**src/rtl/multicycle_ctrl_if.sv**
```systemverilog
// Control bundle between the multicycle LEGv8 controller and its datapath.
// The controller takes the master side: it reads Op/Zero/MemReady and
// drives every enable, mux select and status output.
interface multicycle_ctrl_if #(
  parameter int CNT_W = 32
);
  logic [10:0]      Op;
  logic             Zero;
  logic             MemReady;
  logic             PCEn;
  logic             PCSrc;
  logic             IorD;
  logic             IRWrite;
  logic             MemRead;
  logic             MemWrite;
  logic             MemtoReg;
  logic             RegWrite;
  logic             Reg2Loc;
  logic             ALUSrcA;
  logic [1:0]       ALUSrcB;
  logic [1:0]       ALUOp;
  logic             Illegal;
  logic [3:0]       State;
  logic [CNT_W-1:0] InstrCount;

  modport master (
    input  Op, Zero, MemReady,
    output PCEn, PCSrc, IorD, IRWrite, MemRead, MemWrite, MemtoReg,
           RegWrite, Reg2Loc, ALUSrcA, ALUSrcB, ALUOp, Illegal, State,
           InstrCount
  );

  modport slave (
    output Op, Zero, MemReady,
    input  PCEn, PCSrc, IorD, IRWrite, MemRead, MemWrite, MemtoReg,
           RegWrite, Reg2Loc, ALUSrcA, ALUSrcB, ALUOp, Illegal, State,
           InstrCount
  );
endinterface

```
**src/rtl/multicycle_ctrl.sv**
```systemverilog
// Multicycle LEGv8 control FSM: sequences one shared ALU and one unified
// memory port over fetch/decode/execute/memory/write-back, stretches memory
// states on MemReady, counts retired instructions and traps on bad opcodes.
//
// state   | meaning
// --------+-------------------------------------------------------------
// FETCH   | read instruction at PC, PC+4 into PC on MemReady
// DECODE  | read registers, branch target into ALUOut, dispatch on Op
// EXEC_R  | R-type ALU operation on A and B
// R_WB    | write ALUOut to Rd, retire
// ADDR_LD | LDUR address = A + imm
// MEM_RD  | load data read, held until MemReady
// MEM_WB  | write MDR to Rt, retire
// ADDR_ST | STUR address = A + imm
// MEM_WR  | store data write, held until MemReady, retires on ready
// BRANCH  | CBZ: pass B through ALU, load target into PC if Zero, retire
// ERROR   | illegal opcode trap, absorbing until reset
module multicycle_ctrl #(
  parameter int CNT_W = 32
) (
  input  logic                clk,
  input  logic                reset,
  multicycle_ctrl_if.master   bus
);

  typedef enum logic [3:0] {
    FETCH   = 4'd0,
    DECODE  = 4'd1,
    EXEC_R  = 4'd2,
    R_WB    = 4'd3,
    ADDR_LD = 4'd4,
    MEM_RD  = 4'd5,
    MEM_WB  = 4'd6,
    ADDR_ST = 4'd7,
    MEM_WR  = 4'd8,
    BRANCH  = 4'd9,
    ERROR   = 4'd10
  } state_e;

  localparam logic [10:0] OP_ADD  = 11'b100_0101_1000;
  localparam logic [10:0] OP_SUB  = 11'b110_0101_1000;
  localparam logic [10:0] OP_AND  = 11'b100_0101_0000;
  localparam logic [10:0] OP_ORR  = 11'b101_0101_0000;
  localparam logic [10:0] OP_LDUR = 11'b111_1100_0010;
  localparam logic [10:0] OP_STUR = 11'b111_1100_0000;
  localparam logic [7:0]  OP_CBZ  = 8'b1011_0100;   // low three bits are don't-care

  state_e           state_q, state_d;
  logic [CNT_W-1:0] cnt_q, cnt_d;
  logic             retire;
  logic             is_rtype, is_ldur, is_stur, is_cbz;

  // Opcode classification; only consumed while in DECODE.
  always_comb begin
    is_rtype = (bus.Op == OP_ADD) || (bus.Op == OP_SUB) ||
               (bus.Op == OP_AND) || (bus.Op == OP_ORR);
    is_ldur  = (bus.Op == OP_LDUR);
    is_stur  = (bus.Op == OP_STUR);
    is_cbz   = (bus.Op[10:3] == OP_CBZ);
  end

  // Next-state, retire detection and counter update.
  always_comb begin
    state_d = state_q;
    retire  = 1'b0;
    case (state_q)
      FETCH:   if (bus.MemReady) state_d = DECODE;
      DECODE: begin
        if (is_rtype)     state_d = EXEC_R;
        else if (is_ldur) state_d = ADDR_LD;
        else if (is_stur) state_d = ADDR_ST;
        else if (is_cbz)  state_d = BRANCH;
        else              state_d = ERROR;
      end
      EXEC_R:  state_d = R_WB;
      R_WB: begin
        state_d = FETCH;
        retire  = 1'b1;
      end
      ADDR_LD: state_d = MEM_RD;
      MEM_RD:  if (bus.MemReady) state_d = MEM_WB;
      MEM_WB: begin
        state_d = FETCH;
        retire  = 1'b1;
      end
      ADDR_ST: state_d = MEM_WR;
      MEM_WR: begin
        if (bus.MemReady) begin
          state_d = FETCH;
          retire  = 1'b1;
        end
      end
      BRANCH: begin
        state_d = FETCH;
        retire  = 1'b1;
      end
      ERROR:   state_d = ERROR;
      default: state_d = ERROR;
    endcase
    cnt_d = cnt_q + {{(CNT_W-1){1'b0}}, retire};
  end

  // State and retired-instruction counter registers.
  always_ff @(posedge clk) begin
    if (reset) begin
      state_q <= FETCH;
      cnt_q   <= '0;
    end else begin
      state_q <= state_d;
      cnt_q   <= cnt_d;
    end
  end

  // Per-state control decode; everything reads 0 while reset is held.
  always_comb begin
    bus.PCEn       = 1'b0;
    bus.PCSrc      = 1'b0;
    bus.IorD       = 1'b0;
    bus.IRWrite    = 1'b0;
    bus.MemRead    = 1'b0;
    bus.MemWrite   = 1'b0;
    bus.MemtoReg   = 1'b0;
    bus.RegWrite   = 1'b0;
    bus.Reg2Loc    = 1'b0;
    bus.ALUSrcA    = 1'b0;
    bus.ALUSrcB    = 2'b00;
    bus.ALUOp      = 2'b00;
    bus.Illegal    = 1'b0;
    bus.State      = 4'd0;
    bus.InstrCount = '0;
    if (!reset) begin
      bus.State      = state_q;
      bus.InstrCount = cnt_q;
      case (state_q)
        FETCH: begin
          bus.MemRead = 1'b1;
          bus.ALUSrcB = 2'b01;
          bus.IRWrite = bus.MemReady;
          bus.PCEn    = bus.MemReady;
        end
        DECODE: begin
          bus.ALUSrcB = 2'b11;
          bus.Reg2Loc = is_stur || is_cbz;
        end
        EXEC_R: begin
          bus.ALUSrcA = 1'b1;
          bus.ALUOp   = 2'b10;
        end
        R_WB:    bus.RegWrite = 1'b1;
        ADDR_LD: begin
          bus.ALUSrcA = 1'b1;
          bus.ALUSrcB = 2'b10;
        end
        MEM_RD: begin
          bus.IorD    = 1'b1;
          bus.MemRead = 1'b1;
        end
        MEM_WB: begin
          bus.RegWrite = 1'b1;
          bus.MemtoReg = 1'b1;
        end
        ADDR_ST: begin
          bus.ALUSrcA = 1'b1;
          bus.ALUSrcB = 2'b10;
          bus.Reg2Loc = 1'b1;
        end
        MEM_WR: begin
          bus.IorD     = 1'b1;
          bus.MemWrite = 1'b1;
          bus.Reg2Loc  = 1'b1;
        end
        BRANCH: begin
          bus.ALUSrcA = 1'b1;
          bus.ALUOp   = 2'b01;
          bus.Reg2Loc = 1'b1;
          bus.PCSrc   = 1'b1;
          bus.PCEn    = bus.Zero;
        end
        ERROR:   bus.Illegal = 1'b1;
        default: bus.Illegal = 1'b0;
      endcase
    end
  end

endmodule

```
**src/flat_wrapper.sv**
```systemverilog
// flat-port wrapper written by rule: the top's interface ports become plain ports
module multicycle_ctrl_flat 
#(
  parameter int CNT_W = 32
)
  (clk, reset, bus_Op, bus_Zero, bus_MemReady, bus_PCEn, bus_PCSrc, bus_IorD, bus_IRWrite, bus_MemRead, bus_MemWrite, bus_MemtoReg, bus_RegWrite, bus_Reg2Loc, bus_ALUSrcA, bus_ALUSrcB, bus_ALUOp, bus_Illegal, bus_State, bus_InstrCount);
  multicycle_ctrl_if #(.CNT_W(CNT_W)) bus_i ();
  input  logic clk;
  input  logic reset;
  input wire logic [$bits(bus_i.Op)-1:0] bus_Op;
  input wire logic [$bits(bus_i.Zero)-1:0] bus_Zero;
  input wire logic [$bits(bus_i.MemReady)-1:0] bus_MemReady;
  output wire logic [$bits(bus_i.PCEn)-1:0] bus_PCEn;
  output wire logic [$bits(bus_i.PCSrc)-1:0] bus_PCSrc;
  output wire logic [$bits(bus_i.IorD)-1:0] bus_IorD;
  output wire logic [$bits(bus_i.IRWrite)-1:0] bus_IRWrite;
  output wire logic [$bits(bus_i.MemRead)-1:0] bus_MemRead;
  output wire logic [$bits(bus_i.MemWrite)-1:0] bus_MemWrite;
  output wire logic [$bits(bus_i.MemtoReg)-1:0] bus_MemtoReg;
  output wire logic [$bits(bus_i.RegWrite)-1:0] bus_RegWrite;
  output wire logic [$bits(bus_i.Reg2Loc)-1:0] bus_Reg2Loc;
  output wire logic [$bits(bus_i.ALUSrcA)-1:0] bus_ALUSrcA;
  output wire logic [$bits(bus_i.ALUSrcB)-1:0] bus_ALUSrcB;
  output wire logic [$bits(bus_i.ALUOp)-1:0] bus_ALUOp;
  output wire logic [$bits(bus_i.Illegal)-1:0] bus_Illegal;
  output wire logic [$bits(bus_i.State)-1:0] bus_State;
  output wire logic [$bits(bus_i.InstrCount)-1:0] bus_InstrCount;
  assign bus_i.Op = bus_Op;
  assign bus_i.Zero = bus_Zero;
  assign bus_i.MemReady = bus_MemReady;
  assign bus_PCEn = bus_i.PCEn;
  assign bus_PCSrc = bus_i.PCSrc;
  assign bus_IorD = bus_i.IorD;
  assign bus_IRWrite = bus_i.IRWrite;
  assign bus_MemRead = bus_i.MemRead;
  assign bus_MemWrite = bus_i.MemWrite;
  assign bus_MemtoReg = bus_i.MemtoReg;
  assign bus_RegWrite = bus_i.RegWrite;
  assign bus_Reg2Loc = bus_i.Reg2Loc;
  assign bus_ALUSrcA = bus_i.ALUSrcA;
  assign bus_ALUSrcB = bus_i.ALUSrcB;
  assign bus_ALUOp = bus_i.ALUOp;
  assign bus_Illegal = bus_i.Illegal;
  assign bus_State = bus_i.State;
  assign bus_InstrCount = bus_i.InstrCount;
  multicycle_ctrl #(.CNT_W(CNT_W)) u_core (.clk(clk), .reset(reset), .bus(bus_i));
endmodule
```
**config.mk**
```make
export PLATFORM = sky130hd
export DESIGN_NAME = multicycle_ctrl_flat
export DESIGN_NICKNAME = d
export VERILOG_FILES = /design/src/rtl/multicycle_ctrl_if.sv /design/src/rtl/multicycle_ctrl.sv /design/src/flat_wrapper.sv
export SDC_FILE = /design/constraint.sdc
export NUM_CORES = 1
export LEC_CHECK = 0
export CAP_MARGIN = 40
export CORE_MARGIN = 2
export CORE_UTILIZATION = 30
export DETAILED_ROUTE_END_ITERATION = 10
export GPL_TIMING_DRIVEN = 0
export PLACE_DENSITY = 0.63
export SYNTH_ARGS = -nofsm -noshare
export SYNTH_HDL_FRONTEND = slang
export SYNTH_SLANG_ARGS = --single-unit
```
**constraint.sdc**
```tcl
create_clock -name clk -period 3 [get_ports clk]
set_input_delay 0.6 -clock clk [delete_from_list [all_inputs] [get_ports clk]]
set_output_delay 0.6 -clock clk [all_outputs]
set_load 0.01 [all_outputs]
```
==> metrics.md, run 1 <==
| Metric | Value |
|---|---|
| Largest net degree at the start of global routing | 13 |
| Crit path required time | 2.40 ns |
| GRT Residual Overflow | 0 |
| Main synth FF type | dfxtp_1 |
| DRC Markers | 0 |
| WL per Instance | 13.6 µm |
| Routed wl met3 | 345 µm |
| Initial Utilization | 0.304 |
| Kind of critical path | in -> out |
| FFs w/ async S/R, synth | 0 |
| Ys Warns | 0 |
| Final HPWL DP | 4710 µm |
| Clock Pin Slew Worst Setup and Hold Paths | 0.07 ns |
| Layout cells sized above 1 | 0.122 |
| PortBufs | 65 |
| Initial drt markers | 106 |
| Area leader, netlist | dfxtp_1 |
| Largest cells by area after synthesis | dfxtp_1 (31%), nor2b_1 (11%), nor2_1 (5.4%) |
| Setup_tns | 0 ns |
| Met2 Wirelength | 2890 µm |
| Die area | 8430 µm² |
| Share of the synthesized area in the top cell type | 0.312 |
| # rows | 32 |
| Leading cell types in the layout, fill and taps excluded | clkdlybuf4s50_1 (62), nor2b_1 (38), nor2_1 (33), dfxtp_1 (33), nand2_1 (18) |
| Core Util, Final | 0.431 |
| Final Max Tran Viols | 0 |
| Top Layer Used | met4 |
| Top Ports | 66 |
| Final hold violations | 0 |
| Synthesized Nets | 315 |
| H-tree depth | 2 |
| Vias in the first global route | 2313 |
| Pleak | 0.00116 µW |
| Die Ht | 91.8 µm |
| Least-Margin Pin Slew | 0.513 ns |
| Cts hold-fix bufs | 0 |
| Mapped Cells | 298 |
| CP Max Fanout | 10 |
| Fin crit period | 2.90 ns |
| Area Growth Syn to Fin | 41.9% |
| # diodes | 0 |
| Wire length of the first global-routing pass | 10700 µm |
| EDFF count, synth | 0 |
| Initial antenna violation count | 0 |
| Post-DR vias/cell | 4.97 |
| Total GRT Usage | 0.155 |
| Sequential share of the synthesized area | 0.312 |
| Num Clock Sinks | 36 |
| Status | finished clean |
| CTS tree | yes |
| Skew-Pair Late Insertion Delay | 0.29 ns |
| Worst clock skew | 0.00278 ns |
| Critical path arrival | 2.30 ns |
| Power per cell area | 356 nW/µm² |
| DRT antenna net count | 0 |
| Core area | 7610 µm² |
| Hold Crit Class | reg -> reg |
| Max IR drop VDD | 180 µV |
| Mapped Area | 2310 µm² |
| Syn_area_per_cell | 7.76 µm² |
| Placed cell area | 3090 µm² |
| Die Wd | 91.8 µm |
| DRT Pass-1 Iters | 4 |
| Total routed wirelength | 6440 µm |
| Max Root-Sink Buffers | 2 |
| Yosys cell types | 44 |
| Pre-CTS WS | -0.865 ns |
| F_max | 345 MHz |
| CP startpoint kind | primary input |
| GPL Wtd Cong | 0.844 |
| Worst slew margin | 0.655 |
| Final setup fails | 0 |
| Yosys reg bits | 36 |
| CTS Root Cell | clkbuf_8 |
| Most common cell after layout, fill and taps aside | clkdlybuf4s50_1 |
| Nets | 386 |
| Vias | 2345 |
| Final Worst Setup Slack | 0.0999 ns |
| Worst setup EP type | primary output |
| Period utilisation layout | 0.967 |
| MaxCap Viol Count | 0 |
| Final Cell Area | 3280 µm² |
| CTS buffer count | 5 |
| Met1 Wirelength | 3150 µm |
==> stage by stage <==
step	total power (µW)	cells	hold WS, ns
after floorplan	608	298	0.456
after global placement	692	465	0.482
after detailed placement	692	465	0.488
after CTS	1170	473	0.501
after global routing	1210	472	0.522
final	1170	472	0.506
==> kinds of logic (layout without fill, tap and decap cells) <==
family	count (synthesis)	count (layout)	share of synthesized area
DFF	36	36	0.312
xor gates and xnor gates	15	15	0.0568
and+or+nand+nor	165	165	0.405
muxes	10	10	0.0482
AOI/OAI and AO/OA	43	43	0.115
adders and majority gates	2	2	0.0108
buffers and inverters	27	99	0.0525
==> where the power goes <==
| part | switching, µW | internal [µW] |
|---|---|---|
| clock network | 182 | 293 |
| registers | 14.6 | 486 |
| logic | 99.1 | 92.6 |
| total | 296 | 872 |
==> state kept, by name, summed over array words and instances, names as in the netlist <==
register and count:
u_core.cnt_q 32, u_core.state_q 4
==> area by class of cell <==
| type | instances | area (µm²) |
|---|---|---|
| fill | 788 | 4330 |
| multi-input combinational | 235 | 1510 |
| sequential | 36 | 724 |
| timing repair buffer | 66 | 658 |
| tap | 102 | 128 |
| buffer | 20 | 119 |
| clock buffer | 7 | 96.3 |
| clock inverter | 1 | 30.0 |
| inverter | 5 | 18.8 |
==> synth_stat cells (9+ instances only) <==
| master | number |
|---|---|
| o21ai_0 | 10 |
| mux2_2 | 9 |
| nand2_1 | 18 |
| nor2b_1 | 39 |
| dfxtp_1 | 36 |
| nor2_1 | 33 |
| nor3_1 | 10 |
| nand4_1 | 9 |
| nand3_1 | 11 |
| a21oi_1 | 14 |
| clkbuf_1 | 13 |
| xor2_1 | 10 |
==> final timing paths <==
kind | cells after the start | to | slack (ns) | start
hold reg to reg | 2 | u_core.cnt_q[16] | 0.51 | u_core.cnt_q[16]
setup / recovery | 6 | bus_InstrCount[12] | 0.1 | reset
hold / removal | 2 | u_core.cnt_q[16] | 0.51 | u_core.cnt_q[16]
setup reg to reg | 12 | u_core.cnt_q[28] | 0.19 | u_core.state_q[3]
==> metal layers <==
layer  global-route usage  up-vias
li1                     -     1195
met1                0.208     1085
met2                0.254       59
met3               0.0394        6
met4               0.0311        0
met5                    0        -
==> critical path, cell delays in order <==
cell	delay [ns]
clkdlybuf4s15_2	0.32
clkbuf_4	0.28
clkbuf_2	0.25
buf_2	0.27
nor2_1	0.08
clkdlybuf4s50_1	0.48
==> timing repair <==
action	CTS	global route
pin swaps	1	1
endpoints found under the setup margin	54	11
setup buffers	1	0
resized for setup	21	15
(Power assumes the default switching activity.)
==> run 2, diff against run 1 <==
--- a/config.mk
+++ b/config.mk
@@ -7,10 +7,10 @@
 export LEC_CHECK = 0
 export CAP_MARGIN = 40
 export CORE_MARGIN = 2
-export CORE_UTILIZATION = 30
+export CORE_UTILIZATION = 48
 export DETAILED_ROUTE_END_ITERATION = 10
 export GPL_TIMING_DRIVEN = 0
-export PLACE_DENSITY = 0.63
+export PLACE_DENSITY = 0.88
 export SYNTH_ARGS = -nofsm -noshare
 export SYNTH_HDL_FRONTEND = slang
 export SYNTH_SLANG_ARGS = --single-unit
==> run 2 against run 1 <==
Effect of this change: clock skew grew 0.0032 ns; register-to-register slack got worse by 0.04 ns; cell count decreased by 10%; first-iteration DRC count grew 25%; power shrank 13%; count of clock-buffer cells in the layout shrank 1; non-clock buffer count up 1; sequential share of layout area increased by 0.75 points; critical path depth unchanged; worst setup slack improved by 0.0060 ns; fmax increased by 0.21%.
==> metrics.md, run 2 (synthesized netlist as in run 1, its figures left out) <==
| Metric | Value |
|---|---|
| Status | finished clean |
| Period utilisation layout | 0.965 |
| Cts hold-fix bufs | 0 |
| Leading cell types in the layout, fill and taps excluded | clkdlybuf4s50_1 (62), nor2b_1 (38), dfxtp_1 (34), nor2_1 (33), nand2_1 (18) |
| Worst clock skew | 0.00596 ns |
| Critical path arrival | 2.29 ns |
| Placed cell area | 3030 µm² |
| Wire length of the first global-routing pass | 10100 µm |
| Worst path top cell family by delay | buffers and inverters |
| Top reg by flops | u_core.cnt_q |
| Routed wl met3 | 345 µm |
| DRT Pass-1 Iters | 5 |
| F_max | 346 MHz |
| Met2 Wirelength | 3080 µm |
| Core area | 4690 µm² |
| Total GRT Usage | 0.238 |
| Layout cells sized above 1 | 0.119 |
| MaxCap Viol Count | 0 |
| H-tree depth | 2 |
| GRT Residual Overflow | 0 |
| DRC Markers | 0 |
| Least-Margin Pin Slew | 0.519 ns |
| Total routed wirelength | 6230 µm |
| Worst setup EP type | primary output |
| Kind of critical path | in -> out |
| Clock Pin Slew Worst Setup and Hold Paths | 0.07 ns |
| DRT antenna net count | 0 |
| Vias | 2440 |
| PortBufs | 65 |
| Min Hold Slack | 0.492 ns |
| Final HPWL DP | 4560 µm |
| WL per Instance | 14.7 µm |
| CTS Root Cell | clkbuf_8 |
| CP Max Fanout | 10 |
| Final Max Tran Viols | 0 |
| Hold Crit Class | reg -> reg |
| Skew-Pair Late Insertion Delay | 0.29 ns |
| DP Cell Count | 417 |
| Post-DR vias/cell | 5.75 |
| Worst slew margin | 0.651 |
| Vias in the first global route | 2259 |
| Top Ports | 66 |
| Initial antenna violation count | 0 |
| CP startpoint kind | primary input |
| Top Layer Used | met4 |
| # diodes | 0 |
| FILL cells | 387 |
| Die Ht | 73.4 µm |
| Final hold violations | 0 |
| Final setup fails | 0 |
| Most common cell after layout, fill and taps aside | clkdlybuf4s50_1 |
| GPL Wtd Cong | 0.872 |
| CTS tree | yes |
| Setup_tns | 0 ns |
| Max Root-Sink Buffers | 2 |
| Initial drt markers | 132 |
| CP max-delay cell | clkdlybuf4s50_1 |
| Fin crit period | 2.89 ns |
| Power per cell area | 321 nW/µm² |
| Initial Utilization | 0.493 |
| # rows | 25 |
| Die area | 5390 µm² |
| Met1 Wirelength | 2690 µm |
| Final Non-Filler Cells | 424 |
| Crit path required time | 2.40 ns |
| Regs by FF count | u_core.cnt_q (32), u_core.state_q (4) |
| Crit path buf inv count | 5 |
| Max IR drop VDD | 167 µV |
| Area Growth Syn to Fin | 37.0% |
| Largest net degree at the start of global routing | 13 |
| Nets | 387 |
| Pleak | 0.00114 µW |
| Num Clock Sinks | 36 |
| Largest register FFs | 32 |
| Critical-path cell list | clkdlybuf4s15_2, clkbuf_2, buf_2, clkbuf_4, a21oi_1, clkdlybuf4s50_1 |
| Final Cell Area | 3170 µm² |
| CTS buffer count | 5 |
| Die Wd | 73.4 µm |
| CP max stage delay | 0.48 ns |
run 2: worst paths after layout:
kind,slack [ns],end,from,cells after the start
hold / removal,0.49,u_core.cnt_q[24],u_core.cnt_q[24],2
setup / recovery,0.11,bus_ALUSrcA,reset,6
setup reg to reg,0.15,u_core.cnt_q[28],u_core.state_q[3],12
hold reg to reg,0.49,u_core.cnt_q[24],u_core.cnt_q[24],2
run 2: worst reg2reg max path, cell delays in order (launching register included):
cell,delay (ns)
dfxtp_1,0.39
clkbuf_4,0.22
clkbuf_4,0.21
a22oi_1,0.09
o22ai_1,0.15
ha_2,0.23
ha_1,0.18
and3_1,0.17
clkbuf_4,0.19
nand4_4,0.13
buf_6,0.17
or4_1,0.49
a21oi_1,0.16
run 2: what timing repair did:
action	CTS	global route
hold endpoints to repair	0	0
pin swaps	1	0
gates cloned	0	0
resized for setup	19	22
endpoints found under the setup margin	47	17
buffers inserted	1	0
run 2: report_power, final:
part           switching, µW  internal, µW  leakage (µW)
registers               11.4           486      0.000291
logic                    105          93.8      0.000809
clock network            165           158     0.0000410
total                    281           737       0.00114
run 2: stage by stage:
step | setup WS (ns) | util | total power (µW)
final | 0.106 | 0.675 | 1020
after global routing | -0.0286 | 0.675 | 1060
after CTS | 0.00955 | 0.671 | 1020
after detailed placement | -0.859 | 0.646 | 690
after global placement | -0.804 | 0.646 | 686
after floorplan | 0.217 | - | 608
run 2: metal layers:
| layer | up-vias | track usage |
|---|---|---|
| met3 | 10 | 0.0412 |
| met5 | - | 0 |
| met2 | 90 | 0.403 |
| met4 | 0 | 0.103 |
| met1 | 1140 | 0.295 |
| li1 | 1200 | - |
run 2: cell type report:
| class | count | area, µm² | share of cell area |
|---|---|---|---|
| multi-input combinational | 235 | 1500 | 0.474 |
| sequential | 36 | 723 | 0.228 |
| timing repair buffer | 66 | 653 | 0.206 |
| buffer | 21 | 128 | 0.0403 |
| clock buffer | 6 | 72.6 | 0.0229 |
| tap | 54 | 67.6 | 0.0213 |
| inverter | 5 | 18.8 | 0.00592 |
| clock inverter | 1 | 5.00 | 0.00158 |
